## src/rtl/prog_loader.sv

```systemverilog
// Byte-stream program loader: assembles little-endian 32-bit words into instruction memory
// and holds the CPU in reset until the image is in. Define PROG_LOADER_CSUM_EN for a trailing XOR checksum byte.
module prog_loader #(
  parameter int unsigned           ADDR_W    = 32,
  parameter logic [ADDR_W-1:0]     BASE_ADDR = '0,
  parameter int unsigned           DEPTH     = 1024
) (
  input  logic              clk,
  input  logic              rst,
  input  logic              start,
  input  logic [7:0]        s_data,
  input  logic              s_valid,
  output logic              s_ready,
  output logic              mem_we,
  output logic [ADDR_W-1:0] mem_addr,
  output logic [31:0]       mem_wdata,
  output logic              cpu_rst,
  output logic              done,
  output logic              error
);

  typedef enum logic [2:0] {
    S_IDLE,
    S_LEN_LO,
    S_LEN_HI,
    S_DATA,
    S_WRITE,
`ifdef PROG_LOADER_CSUM_EN
    S_CSUM,
`endif
    S_DONE,
    S_ERROR
  } state_e;

  localparam logic [16:0] DEPTH_L = 17'(DEPTH);

  state_e            state_q, state_d;
  logic [15:0]       len_q, len_d;
  logic [15:0]       idx_q, idx_d;
  logic [1:0]        byte_cnt_q, byte_cnt_d;
  logic [23:0]       word_q, word_d;
  logic [ADDR_W-1:0] addr_q, addr_d;
  logic [31:0]       wdata_q, wdata_d;
  logic              cpu_rst_q, cpu_rst_d;
  logic              xfer;
  logic [15:0]       hdr_len;
  logic              last_word;
`ifdef PROG_LOADER_CSUM_EN
  logic [7:0]        csum_q, csum_d;
`endif

  always_comb begin
    s_ready = (state_q == S_LEN_LO) || (state_q == S_LEN_HI) || (state_q == S_DATA)
`ifdef PROG_LOADER_CSUM_EN
              || (state_q == S_CSUM)
`endif
              ;
  end

  assign xfer      = s_valid && s_ready;
  assign hdr_len   = {s_data, len_q[7:0]};
  assign last_word = (16'(idx_q + 16'd1) == len_q);

  assign mem_we    = (state_q == S_WRITE);
  assign mem_addr  = addr_q;
  assign mem_wdata = wdata_q;
  assign cpu_rst   = cpu_rst_q;
  assign done      = (state_q == S_DONE);
  assign error     = (state_q == S_ERROR);

  // NOTE: every variable gets its hold value first so no path through the case infers a latch.
  always_comb begin
    state_d    = state_q;
    len_d      = len_q;
    idx_d      = idx_q;
    byte_cnt_d = byte_cnt_q;
    word_d     = word_q;
    addr_d     = addr_q;
    wdata_d    = wdata_q;
`ifdef PROG_LOADER_CSUM_EN
    csum_d     = csum_q;
`endif

    unique case (state_q)
      S_IDLE, S_DONE, S_ERROR: begin
        if (start) begin
          state_d    = S_LEN_LO;
          idx_d      = '0;
          byte_cnt_d = '0;
`ifdef PROG_LOADER_CSUM_EN
          csum_d     = '0;
`endif
        end
      end
      S_LEN_LO: begin
        if (xfer) begin
          len_d[7:0] = s_data;
          state_d    = S_LEN_HI;
        end
      end
      S_LEN_HI: begin
        if (xfer) begin
          len_d[15:8] = s_data;
          if ({1'b0, hdr_len} > DEPTH_L) begin
            state_d = S_ERROR;
          end else if (hdr_len == 16'd0) begin
`ifdef PROG_LOADER_CSUM_EN
            state_d = S_CSUM;
`else
            state_d = S_DONE;
`endif
          end else begin
            state_d = S_DATA;
          end
        end
      end
      S_DATA: begin
        if (xfer) begin
          byte_cnt_d = byte_cnt_q + 2'd1;
          case (byte_cnt_q)
            2'd0: word_d[7:0]   = s_data;
            2'd1: word_d[15:8]  = s_data;
            2'd2: word_d[23:16] = s_data;
            default: begin
              // Address and data are latched here so they hold steady through WRITE and after it.
              wdata_d = {s_data, word_q};
              addr_d  = BASE_ADDR + ADDR_W'({idx_q, 2'b00});
              state_d = S_WRITE;
            end
          endcase
        end
      end
      S_WRITE: begin
        idx_d = idx_q + 16'd1;
        if (last_word) begin
`ifdef PROG_LOADER_CSUM_EN
          state_d = S_CSUM;
`else
          state_d = S_DONE;
`endif
        end else begin
          state_d = S_DATA;
        end
      end
`ifdef PROG_LOADER_CSUM_EN
      S_CSUM: begin
        if (xfer) begin
          state_d = (s_data == csum_q) ? S_DONE : S_ERROR;
        end
      end
`endif
      default: state_d = S_IDLE;
    endcase

`ifdef PROG_LOADER_CSUM_EN
    // The checksum byte itself is compared, never folded in.
    if (xfer && (state_q != S_CSUM)) begin
      csum_d = csum_q ^ s_data;
    end
`endif

    cpu_rst_d = (state_d != S_DONE);
  end

  // NOTE: sequential state uses non-blocking assignments so every register samples pre-edge values.
  always_ff @(posedge clk or negedge rst) begin
    if (!rst) begin
      state_q    <= S_IDLE;
      len_q      <= '0;
      idx_q      <= '0;
      byte_cnt_q <= '0;
      word_q     <= '0;
      addr_q     <= BASE_ADDR;
      wdata_q    <= '0;
      cpu_rst_q  <= 1'b1;
`ifdef PROG_LOADER_CSUM_EN
      csum_q     <= '0;
`endif
    end else begin
      state_q    <= state_d;
      len_q      <= len_d;
      idx_q      <= idx_d;
      byte_cnt_q <= byte_cnt_d;
      word_q     <= word_d;
      addr_q     <= addr_d;
      wdata_q    <= wdata_d;
      cpu_rst_q  <= cpu_rst_d;
`ifdef PROG_LOADER_CSUM_EN
      csum_q     <= csum_d;
`endif
    end
  end

endmodule

```

## config.mk

```make
export PLATFORM = sky130hd
export DESIGN_NAME = prog_loader
export DESIGN_NICKNAME = d
export VERILOG_FILES = /design/src/rtl/prog_loader.sv
export SDC_FILE = /design/constraint.sdc
export NUM_CORES = 1
export LEC_CHECK = 0
export CAP_MARGIN = 20
export CELL_PAD_IN_SITES_DETAIL_PLACEMENT = 0
export CELL_PAD_IN_SITES_GLOBAL_PLACEMENT = 2
export CORE_UTILIZATION = 25
export CTS_CLUSTER_SIZE = 20
export DETAILED_ROUTE_END_ITERATION = 12
export MAX_ROUTING_LAYER = met4
export PLACE_DENSITY_LB_ADDON = 0.25
export SYNTH_ARGS = -nofsm -noshare
export SYNTH_HDL_FRONTEND = slang
export SYNTH_SLANG_ARGS = --single-unit
export TNS_END_PERCENT = 10
```

## constraint.sdc

```tcl
create_clock -name clk -period 2.7 [get_ports clk]
set_input_delay 0.54 -clock clk [delete_from_list [all_inputs] [get_ports clk]]
set_output_delay 0.54 -clock clk [all_outputs]
set_load 0.005 [all_outputs]
```

Yosys cells after proc, flatten, opt, wreduce, memory -nomap -nowiden
Cells that the tools add are included.
{"block": "word_totals", "reg_bits": 110, "latch_bits": 0, "mem_bits_rw": 0, "romBits": 0, "in_bits": 12, "output_inout_bits": 69, "wordCells": 59, "memories": 0}
{"block": "classes", "add_sub_neg": 2, "multipliers": 0, "div_mod_pow": 0, "n_lt_le_gt_ge": 1, "eq_ne": 12, "shifts": 0, "mux": 14, "n_bitwise": 1, "n_reduce_logical": 18}
{"operator": "$pmux W16 S2", "n": 1}
{"operator": "$mux W3", "n": 8}
{"operator": "$add A16 B1 Y16 const B", "n": 1}
{"operator": "$eq A16 B16 Y1", "n": 1}
{"operator": "$gt A16 B11 Y1 const B", "n": 1}
{"operator": "$logic_not A16 Y1", "n": 1}
{"operator": "$mux W16", "n": 1}
{"operator": "$pmux W3 S5", "n": 1}
{"operator": "$reduce_and A3 Y1", "n": 5}
{"operator": "$eq A3 B3 Y1 const B", "n": 3}
{"operator": "$eq A3 B2 Y1 const B", "n": 2}
{"operator": "$reduce_and A2 Y1", "n": 3}
{"operator": "$reduce_or A3 Y1", "n": 2}
{"operator": "$mux W2", "n": 2}
{"operator": "$ne A2 B2 Y1 const B", "n": 2}
{"operator": "$pmux W2 S2", "n": 1}
{"operator": "$reduce_bool A2 Y1", "n": 2}
{"operator": "$eq A3 B1 Y1 const B", "n": 1}
{"operator": "$logic_not A3 Y1", "n": 1}
{"operator": "$ne A3 B3 Y1 const B", "n": 1}
{"operator": "$add A2 B1 Y2 const B", "n": 1}
{"operator": "$eq A2 B1 Y1 const B", "n": 1}
{"operator": "$eq A2 B2 Y1 const B", "n": 1}
{"operator": "$logic_not A2 Y1", "n": 1}
{"operator": "other kinds (3)", "n": 4}

Depth between registers and ports, before layout
Gate-level depths: netlist of the first run.
{"block": "logic_depth", "depth_word": 7, "depth_mapped": 8, "ltp_nobuf": 7}

Worst setup path after synthesis of the first run
No wires, ideal clock.
{"block": "synth_timing", "path_type": "register to register", "startpoint": "reg idx_q[0]", "endpoint": "reg state_q[2]", "setup_time_ps": 70, "arrival_time_ps": 2040, "required_time_ps": 2630, "setup_slack_ps": 589, "path_stages_with_launch": 9, "n_path_buf": 1, "synth_period_minus_slack_ps": 2111, "path_cell_list": "dfrtp_1 > ha_1 > buf_2 > nand3_1 > nor3_4 > or3b_1 > a22o_1 > nor4_2 > nand2b_1"}
{"block": "synth_via", "elab_chain_len": 4}
{"element": "from (decl)", "line_no": "39", "rtl": "logic [15:0] idx_q, idx_d;"}
{"element": "from (signal assigned)", "line_no": "182", "rtl": "idx_q <= idx_d;"}
{"element": "$add A16 B1 Y16", "line_no": "62", "rtl": "assign last_word = (16'(idx_q + 16'd1) == len_q);"}
{"element": "$eq A16 B16 Y1", "line_no": "62"}
{"element": "$mux W3", "line_no": "135", "rtl": "if (last_word) begin"}
{"element": "$pmux W3 S5", "line_no": "84", "rtl": "unique case (state_q)"}
{"element": "net state_d[2]", "line_no": "37", "rtl": "state_e state_q, state_d;"}
{"element": "to (signal assigned)", "line_no": "180", "rtl": "state_q <= state_d;"}
{"element": "to (decl)", "line_no": "37"}
The timed path passes the listed nets, and every way through them passes these cells.
A chain may end at the register's enable or synchronous reset.

Worst setup path in the final report of the first run
{"block": "layout_timing", "startpoint": "reg state_q[0]", "endpoint": "out mem_we"}
{"block": "layout_via", "elab_chain_len": 1}
{"element": "$eq A3 B3 Y1", "line_no": "64", "rtl": "assign mem_we = (state_q == S_WRITE);"}
{"element": "to (decl)", "line_no": "14", "rtl": "output logic mem_we,"}
Every way passes these cells.

==> out/qor.yml, run 1 <==
status:
  status: "complete, no violations"
die:
  die_area_sq_mm: 0.02110
  die_w_um: 145.3
  initial_core_util_pct: 25.44
  ios: 81
  fp.dieH_um: 145.3
  core_sq_mm: 0.02017
  fp-row-count: 52
detailed_routing:
  detail_route.wl_per_cell_um: 16.56
  dr.pass1.iters: 4
  via_per_inst: 4.466
  drt_iter0_drc: 165
  ant_nets: 0
  drc_errors: 0
  vias: 3470
  routed_wl_um: 12870
grt:
  antenna_found_initial: 0
  grt.met2_usage_pct: 20.34
  grt.overflow.total: 0
  grt_max_degree: 52
  busiest_layer: "met2"
  met1_usage_pct: 17.18
  grt.total_usage_pct: 13.12
  grt_pass1_wl_um: 20470
  grt_pass1_vias: 3486
  gr-usage-met3_pct: 3.050
clock_network:
  cts_resized: 0
  cts_max_path_buffers: 2
  cts_tree: "yes"
  htreeDepth: 3
  post-cts-setup-buffers: 0
  cts-root-buf: "clkbuf_16"
  numClockSinks: 110
  cts_buffers: 9
  cts.clk_slew.worst_paths_ns: 0.08
  clk_latency_ns: 0.36
  holdBufCountCts: 0
worst_setup_path:
  criticalPathCategory: "reg2out"
  start_kind: "flop"
  crit_fanout: 9
  worstPathArrival_ns: 1.96
  end_kind: "output port"
  crit_required_ns: 2.16
sta:
  slew_headroom_pct: 63.04
  setup_tns_ns: 0
  hold_viol: 0
  slew_violations: 0
  fin_crit_sh_pct: 92.42
  finalCriticalPeriod_ns: 2.495
  worstMarginPinSlew_ns: 0.5493
  clock_skew_ns: 0.009614
  fmax_mhz: 400.8
  fin_hold_ws_ns: 0.1354
  rsz0062_at_grt: "no"
  final-setup-viol-count: 0
synthesis:
  yosys-top-cells-count: "dfrtp_1 (109), mux2_2 (83), nand2_1 (30), o21ai_0 (30), nor2_1 (20)"
  syn_inst: 428
  synth_top_area_share_pct: 53.16
  synth_area_per_cell_sq_um: 11.99
  synthFlopType: "dfrtp_1"
  synth-seq-cells: 110
  yosys_warnings: 0
  synth-edff-count: 0
  synth_cell_types: 48
  postSynth.asyncResetShare_pct: 100.0
  synth_most_common_cell: "dfrtp_1"
  yosysTopAreaCell: "dfrtp_1"
  ys_top_cells_by_area: "dfrtp_1 (53%), mux2_2 (18%), o21ai_0 (2.9%)"
  syn_area_sq_mm: 0.005131
  ys_seq_area_share_pct: 53.67
finish:
  syn_to_final_growth_pct: 25.14
  fin_nets: 519
  n_antenna_cell: 0
  layout-drive-gt1-share_pct: 25.05
placement:
  place.gp.congestion: 0.7764
  dp_hpwl_um: 8974
  numPortBuffers: 64
pwr:
  vdd_ir_drop_max_mv: 0.3187
  total_leakage_power_nw: 2.887
  p_per_area_mw_per_mm2: 812.7
min_path:
  min_path_type: "in2async"
run:
  drv_cap: 0
## critical path, cell delays in order (launching register included)
cell	delay, ns
dfrtp_1	0.48
nor2_1	0.26
nand2_1	0.18
inv_1	0.14
clkdlybuf4s50_1	0.53
## metrics by stage
| step | cells | total power (W) | instance area (sq um) | utilization, % | setup WS, ns |
|---|---|---|---|---|---|
| floorplan | 443 | 0.003355 | 5187 | - | 0.5895 |
| global placement | 761 | 0.003938 | 6140 | 30.44 | 0.2989 |
| detailed placement | 761 | 0.003979 | 6140 | 30.44 | 0.2832 |
| CTS | 777 | 0.005306 | 6421 | 31.84 | 0.1961 |
| global route | 777 | 0.005566 | 6421 | 31.84 | 0.1137 |
| finish | 777 | 0.005219 | 6421 | 31.84 | 0.2047 |
## cells by family after synthesis
group	share of synthesized area, %
flops	53.67
simple gates	10.61
mux	18.41
compound gates	7.242
buf+inv	4.584
xor+xnor	4.194
fa+ha+maj	1.219
other cells	0.07308
## flip-flops by register name, summed over array words and instances (netlist names)
signal and count:
word_q 24, len_q 16, mem_addr 16, cpu_rst 1
mem_wdata 32, byte_cnt_q 2, idx_q 16, state_q 3
## routing by layer
metal | up-vias | part of all wire [%]
li1 | 1643 | -
met4 | 0 | 1.0
met1 | 1728 | 49
met2 | 87 | 46
met5 | - | 0
met3 | 12 | 4.2
## path summary, 6_finish.rpt
kind	slack, ns	depth (start not counted)	end	from
worst max-delay path	0.20	4	mem_we	state_q[0]$_DFF_PN0_
worst min-delay path	0.14	1	mem_addr[13]$_DFFE_PN0P_	rst
worst max register to register	0.53	6	state_q[1]$_DFF_PN0_	idx_q[0]$_DFFE_PN0P_
worst min register to register	0.49	2	word_q[2]$_DFFE_PN0P_	word_q[2]$_DFFE_PN0P_
max in group asynchronous	1.85	2	cpu_rst$_DFF_PN1_	rst
min in group clk	0.49	2	word_q[2]$_DFFE_PN0P_	word_q[2]$_DFFE_PN0P_
## layout by cell type (no fill, tap or decap), types with 8 or more instances in the layout
cell and n:
a31oi_1 8, buf_4 20, clkbuf_16 9, clkdlybuf4s50_1 63, conb_1 16, dfrtp_1 109, mux2_2 83, nand2_1 29
nand3_1 12, nor2_1 20, o21ai_0 30, xnor2_1 14, xor2_1 8
## cell type report
| type | count | area (sq um) |
|---|---|---|
| Sequential cell | 110 | 2754 |
| Timing Repair Buffer | 85 | 820.8 |
| Multi-Input combinational cell | 289 | 2201 |
| Clock inverter | 5 | 48.80 |
| Tap cell | 270 | 337.8 |
| Clock buffer | 11 | 232.7 |
| Inverter | 7 | 26.28 |
| Fill cell | 2085 | 13750 |
## power breakdown
| part | total (W) | internal [W] | switching, W |
|---|---|---|---|
| Combinational | 0.00147 | 0.000839 | 0.000635 |
| Sequential | 0.00245 | 0.00209 | 0.000365 |
| Clock | 0.00129 | 0.000649 | 0.000642 |
| Total | 0.00522 | 0.00358 | 0.00164 |
Power figures use the tool's default switching activity.
==> inputs of run 2 (changes only) <==
CORE_ASPECT_RATIO = 1.25   (was unset)
CTS_BUF_LIST = sky130_fd_sc_hd__clkbuf_4   (was unset)
==> run 2 against run 1 <==
  * Cell count grew 0.13%
  * Via count down 0.98%
  * Sequential share of layout area is 0.81 points higher
  * Routed wire length is 3.0% lower
  * Critical path type unchanged
  * Count of clock-buffer cells in the layout down 2
  * Non-clock buffer count unchanged
==> out/qor.yml, run 2 (synthesis gave the netlist of run 1 again) <==
finish:
  largest_register_ffs: 32  # unchanged
  layout-drive-gt1-share_pct: 26.04  # was 25.05%
  nFillCells: 2071  # was 2,085
  layout_common_cells: "dfrtp_1 (107), mux2_2 (83), clkdlybuf4s50_1 (63), o21ai_0 (30), nand2_1 (29)"  # was dfrtp_1 (109), mux2_2 (83), clkdlybuf4s50_1 (63), o21ai_0 (30), nand2_1 (29)
  syn_to_final_growth_pct: 22.92  # was 25.14%
  fin_nets: 519  # unchanged
  layout_commonest_cell: "dfrtp_1"  # unchanged
sta:
  final-setup-viol-count: 0  # unchanged
  rsz0062_at_grt: "no"  # unchanged
  fmax_mhz: 398.9  # was 400.8 MHz
  hold_viol: 0  # unchanged
  finalCriticalPeriod_ns: 2.507  # was 2.495 ns
  clock_skew_ns: 0.01587  # was 0.009614 ns
  slew_violations: 0  # unchanged
  setup_tns_ns: 0  # unchanged
  worstMarginPinSlew_ns: 0.5616  # was 0.5493 ns
  fin_hold_ws_ns: 0.4942  # was 0.1354 ns
  slew_headroom_pct: 62.56  # was 63.04%
  fin_crit_sh_pct: 92.84  # was 92.42%
die:
  die_area_sq_mm: 0.02111  # was 0.02110 sq mm
  initial_core_util_pct: 25.53  # was 25.44%
  ios: 81  # unchanged
  fp.dieH_um: 162.2  # was 145.3 um
  fp-row-count: 58  # was 52
  core_sq_mm: 0.02010  # was 0.02017 sq mm
  die_w_um: 130.1  # was 145.3 um
detailed_routing:
  via_per_inst: 4.416  # was 4.466
  dr.pass1.iters: 4  # unchanged
  vias: 3436  # was 3,470
  drc_errors: 0  # unchanged
  detail_route.wl_per_cell_um: 16.05  # was 16.56 um
  drt_iter0_drc: 133  # was 165
  routed_wl_um: 12490  # was 12,870 um
  ant_nets: 0  # unchanged
pwr:
  total_leakage_power_nw: 2.824  # was 2.887 nW
  vdd_ir_drop_max_mv: 0.2962  # was 0.3187 mV
  p_per_area_mw_per_mm2: 758.5  # was 812.7 mW/mm^2
grt:
  grt_pass1_vias: 3492  # was 3,486
  grt.total_usage_pct: 13.05  # was 13.12%
  grt.overflow.total: 0  # unchanged
  antenna_found_initial: 1  # was 0
  grt_max_degree: 81  # was 52
  grt_pass1_wl_um: 20020  # was 20,470 um
min_path:
  worstHoldStart: "mem_addr[5]$_DFFE_PN0P_"
  whs_endpoint: "mem_addr[5]$_DFFE_PN0P_"
  hold_path_depth: 2
  min_path_type: "reg2reg"  # was in2async
placement:
  place.gp.congestion: 0.8080  # was 0.7764
  dp_hpwl_um: 8859  # was 8974 um
  numPortBuffers: 64  # unchanged
worst_setup_path:
  end_kind: "output port"  # unchanged
  worstPathArrival_ns: 1.97  # was 1.96 ns
  r2r_slack_ns: 0.33  # was 0.53 ns
  start_kind: "flop"  # unchanged
  timing.rr.end: "state_q[2]$_DFF_PN0_"  # was state_q[1]$_DFF_PN0_
  crit_required_ns: 2.16  # about the same
  worst-r2r-cell-count: 6  # unchanged
  criticalPathCategory: "reg2out"  # unchanged
  crit_fanout: 8  # was 9
  reg2reg_from: "idx_q[3]$_DFFE_PN0P_"  # was idx_q[0]$_DFFE_PN0P_
clock_network:
  htreeDepth: 3  # unchanged
  cts_max_path_buffers: 2  # unchanged
  cts-root-buf: "clkbuf_4"  # was clkbuf_16
  numClockSinks: 110  # unchanged
  cts.clk_slew.worst_paths_ns: 0.17  # was 0.08 ns
  cts_tree: "yes"  # unchanged
  cts_buffers: 9  # unchanged
  clk_latency_ns: 0.48  # was 0.36 ns
  post-cts-setup-buffers: 0  # unchanged
run:
  drv_cap: 0  # unchanged
status:
  status: "complete, no violations"  # unchanged
run 2: how the worst max path moves through the flow:
stage	startpoint	endpoint	cells after the start
floorplan	idx_q[0]$_DFFE_PN0P_	state_q[2]$_DFF_PN0_	8
global placement	start	idx_q[7]$_DFFE_PN0P_	6
detailed placement	s_data[5]	state_q[1]$_DFF_PN0_	7
CTS	state_q[0]$_DFF_PN0_	mem_we	4
global route	state_q[1]$_DFF_PN0_	mem_we	4
finish	state_q[1]$_DFF_PN0_	mem_we	4
run 2: power breakdown:
group          total, W  switching (W)  internal (W)
Combinational   0.00149       0.000640      0.000855
Sequential      0.00243       0.000347       0.00209
Clock          0.000856       0.000571      0.000284
Total           0.00478        0.00156       0.00322
run 2: metrics by stage:
step / worst slack [ns] / total power, W / util [%] / instances / area (sq um)
global route: 0.05328 / 0.005144 / 31.38 / 778 / 6307
detailed placement: 0.2747 / 0.003990 / 30.57 / 760 / 6145
CTS: 0.001075 / 0.004876 / 31.34 / 777 / 6300
floorplan: 0.5895 / 0.003355 / - / 443 / 5187
finish: 0.1934 / 0.004784 / 31.38 / 778 / 6307
global placement: 0.3160 / 0.003948 / 30.57 / 760 / 6145
run 2: per-layer routing:
metal,up-vias,track usage (%),share of wire (%)
met1,1708,16.91,47
met4,0,4.704,1.4
met2,80,20.33,48
met3,13,2.273,3.9
li1,1635,-,-
met5,-,-,0
run 2: cell type report:
cell class                 count  area [sq um]  area share, %
antenna                        1         2.502        0.03967
clock buffer                   9         67.56          1.071
clock inverter                 7         72.57          1.151
inverter                       7         26.28         0.4166
multi-input combinational    289          2208          35.01
sequential                   110          2756          43.70
tap                          270         337.8          5.356
timing repair buffer          85         835.8          13.25
run 2: timing repair:
action / in CTS / in global routing
hold buffers: 1 / 0
endpoints found under the hold margin: 30 / 0
pin swaps: 0 / 0
gates resized for setup: 1 / 3
endpoints found under the setup margin: 1 / 2
run 2: critical path, cell delays in order, from the launching register on:
cell and delay [ns]:
dfrtp_2 0.51, nor2_2 0.19, nand2_1 0.14, inv_1 0.14
clkdlybuf4s50_1 0.52
